`config.mk`:
```
export PLATFORM = sky130hd
export DESIGN_NAME = booth_mult
export DESIGN_NICKNAME = d
export VERILOG_FILES = /design/src/rtl/booth_mult.sv
export SDC_FILE = /design/constraint.sdc
export NUM_CORES = 1
export LEC_CHECK = 0
export ABC_CLOCK_PERIOD_IN_PS = 5100
export BUFFER_PORTS_ARGS = -buffer_cell sky130_fd_sc_hd__clkbuf_2
export CAP_MARGIN = 20
export CELL_PAD_IN_SITES_DETAIL_PLACEMENT = 2
export CELL_PAD_IN_SITES_GLOBAL_PLACEMENT = 2
export CORE_ASPECT_RATIO = 0.5
export CORE_MARGIN = 2
export CORE_UTILIZATION = 31
export DETAILED_ROUTE_END_ITERATION = 10
export GPL_TIMING_DRIVEN = 0
export PLACE_DENSITY_LB_ADDON = 0.1
export SLEW_MARGIN = 0
export SYNTH_ARGS = -nofsm -noshare
export SYNTH_HDL_FRONTEND = slang
export SYNTH_SLANG_ARGS = --single-unit
```
`constraint.sdc`:
```
create_clock -name clk -period 5.1 [get_ports clk]
set_input_delay 0.255 -clock clk [delete_from_list [all_inputs] [get_ports clk]]
set_output_delay 0.255 -clock clk [all_outputs]
set_load 0.02 [all_outputs]
```
`src/rtl/booth_mult.sv`:
```
// Sequential radix-2 Booth multiplier, DATA_W x DATA_W -> hi:lo, with start/busy/done handshake.
// Optional unsigned mode when BOOTH_MULT_UNSIGNED_EN is defined (adds port mult_unsigned).
module booth_mult #(
    parameter int DATA_W = 32,
    parameter int CNT_W  = 6
) (
    input  logic              clk,
    input  logic              reset,
    input  logic              start,
`ifdef BOOTH_MULT_UNSIGNED_EN
    input  logic              mult_unsigned,
`endif
    input  logic [DATA_W-1:0] mult_a,
    input  logic [DATA_W-1:0] mult_b,
    output logic [DATA_W-1:0] hi,
    output logic [DATA_W-1:0] lo,
    output logic              busy,
    output logic              done
);

`ifdef BOOTH_MULT_UNSIGNED_EN
    localparam int EXT = 1;
`else
    localparam int EXT = 0;
`endif
    // Unsigned mode needs one extra operand bit and one extra guard bit in A.
    localparam int AW = DATA_W + 1 + EXT;
    localparam int QW = DATA_W + EXT;

    localparam logic [0:0] IDLE = 1'b0;
    localparam logic [0:0] RUN  = 1'b1;

    logic [0:0]        state;
    logic [AW-1:0]     a_r, m_r, sum, a_nx;
    logic [QW-1:0]     q_r, q_nx;
    logic              q_m1;
    logic [CNT_W-1:0]  cnt, last_cnt;
    logic              uns_in;
    logic [DATA_W+1:0] a_x;
    logic [DATA_W:0]   b_x;
    logic [2*DATA_W-1:0] prod;

`ifdef BOOTH_MULT_UNSIGNED_EN
    logic uns_r;
    assign uns_in   = mult_unsigned;
    assign last_cnt = uns_r ? CNT_W'(DATA_W) : CNT_W'(DATA_W - 1);
`else
    assign uns_in   = 1'b0;
    assign last_cnt = CNT_W'(DATA_W - 1);
`endif

    assign a_x  = {{2{~uns_in & mult_a[DATA_W-1]}}, mult_a};
    assign b_x  = {~uns_in & mult_b[DATA_W-1], mult_b};
    assign busy = (state == RUN);

    always_comb begin
        case ({q_r[0], q_m1})
            2'b01:   sum = a_r + m_r;
            2'b10:   sum = a_r - m_r;
            default: sum = a_r;
        endcase
        a_nx = {sum[AW-1], sum[AW-1:1]};
        q_nx = {sum[0], q_r[QW-1:1]};
    end

    // Signed runs stop one step short in the wide build, leaving the product one bit up.
    always_comb begin
`ifdef BOOTH_MULT_UNSIGNED_EN
        if (uns_r)
            prod = {a_nx[DATA_W-2:0], q_nx};
        else
            prod = {a_nx[DATA_W-1:0], q_nx[DATA_W:1]};
`else
        prod = {a_nx[DATA_W-1:0], q_nx};
`endif
    end

    always_ff @(posedge clk) begin
        if (reset) begin
            state <= IDLE;
            a_r   <= '0;
            m_r   <= '0;
            q_r   <= '0;
            q_m1  <= 1'b0;
            cnt   <= '0;
            hi    <= '0;
            lo    <= '0;
            done  <= 1'b0;
`ifdef BOOTH_MULT_UNSIGNED_EN
            uns_r <= 1'b0;
`endif
        end else begin
            done <= 1'b0;
            case (state)
                IDLE: begin
                    if (start) begin
                        m_r   <= a_x[AW-1:0];
                        q_r   <= b_x[QW-1:0];
                        q_m1  <= 1'b0;
                        a_r   <= '0;
                        cnt   <= '0;
                        state <= RUN;
`ifdef BOOTH_MULT_UNSIGNED_EN
                        uns_r <= uns_in;
`endif
                    end
                end
                default: begin
                    a_r  <= a_nx;
                    q_r  <= q_nx;
                    q_m1 <= q_r[0];
                    cnt  <= cnt + 1'b1;
                    if (cnt == last_cnt) begin
                        hi    <= prod[2*DATA_W-1:DATA_W];
                        lo    <= prod[DATA_W-1:0];
                        done  <= 1'b1;
                        state <= IDLE;
                    end
                end
            endcase
        end
    end

endmodule

```
==> impl_metrics.env <==
export IMPL_outcome="finished, final reports clean"
export IMPL_synth_edff_count=0
export IMPL_layout_nets=1443
export IMPL_cp_end_kind="flip-flop"
export IMPL_p_per_area_mw_per_mm2=315
export IMPL_crit_chain="ha_1 > clkbuf_2 > nor2_1 > xnor2_1 > ha_1 > o211ai_1 > a21oi_1 > o41ai_4 > o211ai_1 > a21bo_1 > a311oi_1 > nor2_1 > a221oi_1 > mux2i_1 > a311oi_1"
export IMPL_leakage_nw=4.39
export IMPL_maxSlewHeadroom_pct=38.6
export IMPL_num_io_pins=133
export IMPL_die_h_um=124
export IMPL_setup_viol_count_final=0
export IMPL_synth_seq_cells=169
export IMPL_tritoncts="done"
export IMPL_synth_most_common_cell="nand2_1"
export IMPL_synthArstFlopShare_pct=0
export IMPL_instances_no_fill=1735
export IMPL_synth_nets=1293
export IMPL_antenna_found_initial=0
export IMPL_areaGrowthSynthToFinish_pct=19.6
export IMPL_clk_pin_slew_ps=70
export IMPL_place_congestion=0.818
export IMPL_grt_pass1_wl_um=53600
export IMPL_cts_max_level=4
export IMPL_path_buf_inv=1
export IMPL_grt_total_usage_pct=23.1
export IMPL_clockRootBuffer="clkbuf_16"
export IMPL_start_util_pct=31.9
export IMPL_hold_buffers=0
export IMPL_drt_iter0_markers=263
export IMPL_clockBufferDepth=2
export IMPL_synth_area_sq_mm=0.00892
export IMPL_drive_gt1_share_pct=13.5
export IMPL_rows=43
export IMPL_period_share_pct=96.1
export IMPL_synth_area_top_cells="dfxtp_1 38%, a21oi_1 11%, nand2_1 8.2%, nor2_1 7.5%, ha_1 4.9%"
export IMPL_fmax_ghz=0.204
export IMPL_vias=8882
export IMPL_dp_hpwl_um=26800
export IMPL_final_hold_violation_count=0
export IMPL_diodes=0
export IMPL_avgSynthCellArea_sq_um=7.50
export IMPL_arrival_ps=5200
export IMPL_place_inst=1703
export IMPL_fin_worst_skew_ps=9.06
export IMPL_criticalPathCategory="flip-flop to flip-flop"
export IMPL_tightest_slew_ps=918
export IMPL_period_needed_ps=4900
export IMPL_synth_seq_area_share_pct=37.9
export IMPL_path_max_fanout=10
export IMPL_clock_latency_ps=450
export IMPL_wl_um=34400
export IMPL_ant_nets=0
export IMPL_yosys_warnings=0
export IMPL_cts_made_buffers=17
export IMPL_coreArea_sq_mm=0.0280
export IMPL_drv_slew=0
export IMPL_io_buffers=131
export IMPL_drc=0
export IMPL_syn_instance_count=1190
export IMPL_synth_top_area_share_pct=37.9
export IMPL_clock_sinks=169
export IMPL_cp_required_ps=5400
export IMPL_wl_per_cell_um=19.8
export IMPL_critPathLaunchType="flip-flop"
export IMPL_power_total_w=0.00336
export IMPL_min_path_type="input pin to flip-flop"
export IMPL_gr_total_overflow=0
export IMPL_slowest_stage="ha_1"
export IMPL_yosys_top_cells_count="196 x nand2_1, 195 x a21oi_1, 179 x nor2_1"
export IMPL_critPathTopFamily="compound AO/OA/AOI/OAI gates"
export IMPL_die_w_um=244
export IMPL_synthDistinctLibCells=53
export IMPL_ir_drop_mv=0.236
export IMPL_grt_pass1_vias=9628
export IMPL_grt_max_degree=17
export IMPL_max_stage_delay_ps=500
export IMPL_dieArea_sq_mm=0.0302
export IMPL_drv_cap=0
export IMPL_ys_flop_type="dfxtp_1"
export IMPL_dr_pass1_iters=4
export IMPL_via_per_inst=5.12
export IMPL_setup_tns_ps=0
export IMPL_yosys_area_top_type="dfxtp_1"
## cell type report
type,count,area (sq um)
Clock buffer,21,460
Clock inverter,11,85.1
Multi-Input combinational cell,925,5240
Inverter,22,82.6
Buffer,72,273
Sequential cell,169,3380
Tap cell,382,478
Timing Repair Buffer,133,671
Fill cell,3354,17300
## report_power, final
part           internal, W  switching [W]  leakage, nW
registers          0.00136      0.0000448         1.37
logic             0.000251       0.000448         2.76
clock network     0.000655       0.000598        0.261
## per-stage QoR
stage / instance area [sq um] / setup slack, ps / utilization [%] / hold slack (ps)
CTS: 10600 / 19.6 / 37.9 / 9.64
global placement: 10100 / -24.7 / 35.9 / 444
detailed placement: 10100 / -140 / 35.9 / 451
global route: 10700 / -4.15 / 38.1 / 34.3
finish: 10700 / 199 / 38.1 / 24.7
floorplan: 8920 / 968 / - / 391
## cells by family after synthesis
family / share of synthesized area (%)
AO/OA/AOI/OAI: 18.9
buffers and inverters: 4.04
AND/OR/NAND/NOR: 23.7
flip-flops: 37.9
multiplexers: 4.78
XOR/XNOR: 5.60
adder cells (fa/ha/maj): 5.13
## metal layers
metal | GRT usage [%] | vias to the layer above | wire, um
met4 | 7.13 | 0 | 507
met5 | 0 | - | 0
met2 | 39.6 | 131 | 16100
met1 | 30.6 | 4356 | 16700
met3 | 3.10 | 29 | 1010
li1 | - | 4366 | -
## worst min-delay path: stages
cell and delay (ps):
clkbuf_2 80, nand2_1 50, a21oi_1 50
## sequential cells by signal, indices dropped and copies added (netlist names)
name	cells
hi	32
done	1
a_r	32
m_r	32
busy	1
lo	32
q_r	32
q_m1	1
cnt	6
## final timing paths
kind / from / endpoint / slack [ps] / cells past startpoint
min: mult_a[26] / m_r[26]$_SDFFE_PP0P_ / 20 / 3
min reg2reg: lo[17]$_SDFFE_PP0P_ / lo[17]$_SDFFE_PP0P_ / 460 / 2
max reg2reg: q_r[0]$_SDFFE_PP0P_ / a_r[30]$_SDFFE_PP0P_ / 200 / 15
max: q_r[0]$_SDFFE_PP0P_ / a_r[30]$_SDFFE_PP0P_ / 200 / 15
## cell usage in the layout (no fill, tap or decap), types with 27 or more instances in the layout
cell / instances
clkbuf_2: 133
and3_1: 27
ha_1: 35
clkbuf_1: 62
nand2_1: 196
mux2i_1: 39
o21ai_0: 38
nor2_1: 179
xnor2_1: 45
a21oi_1: 192
nor3_1: 30
dfxtp_1: 169
## timing repair
action                     CTS  global route
pin swaps                    0             1
gates cloned                 0             0
setup endpoints to repair    7            15
setup buffers                0             2
resized for setup            3             9
Note: power is estimated with default switching activity, not from simulation.
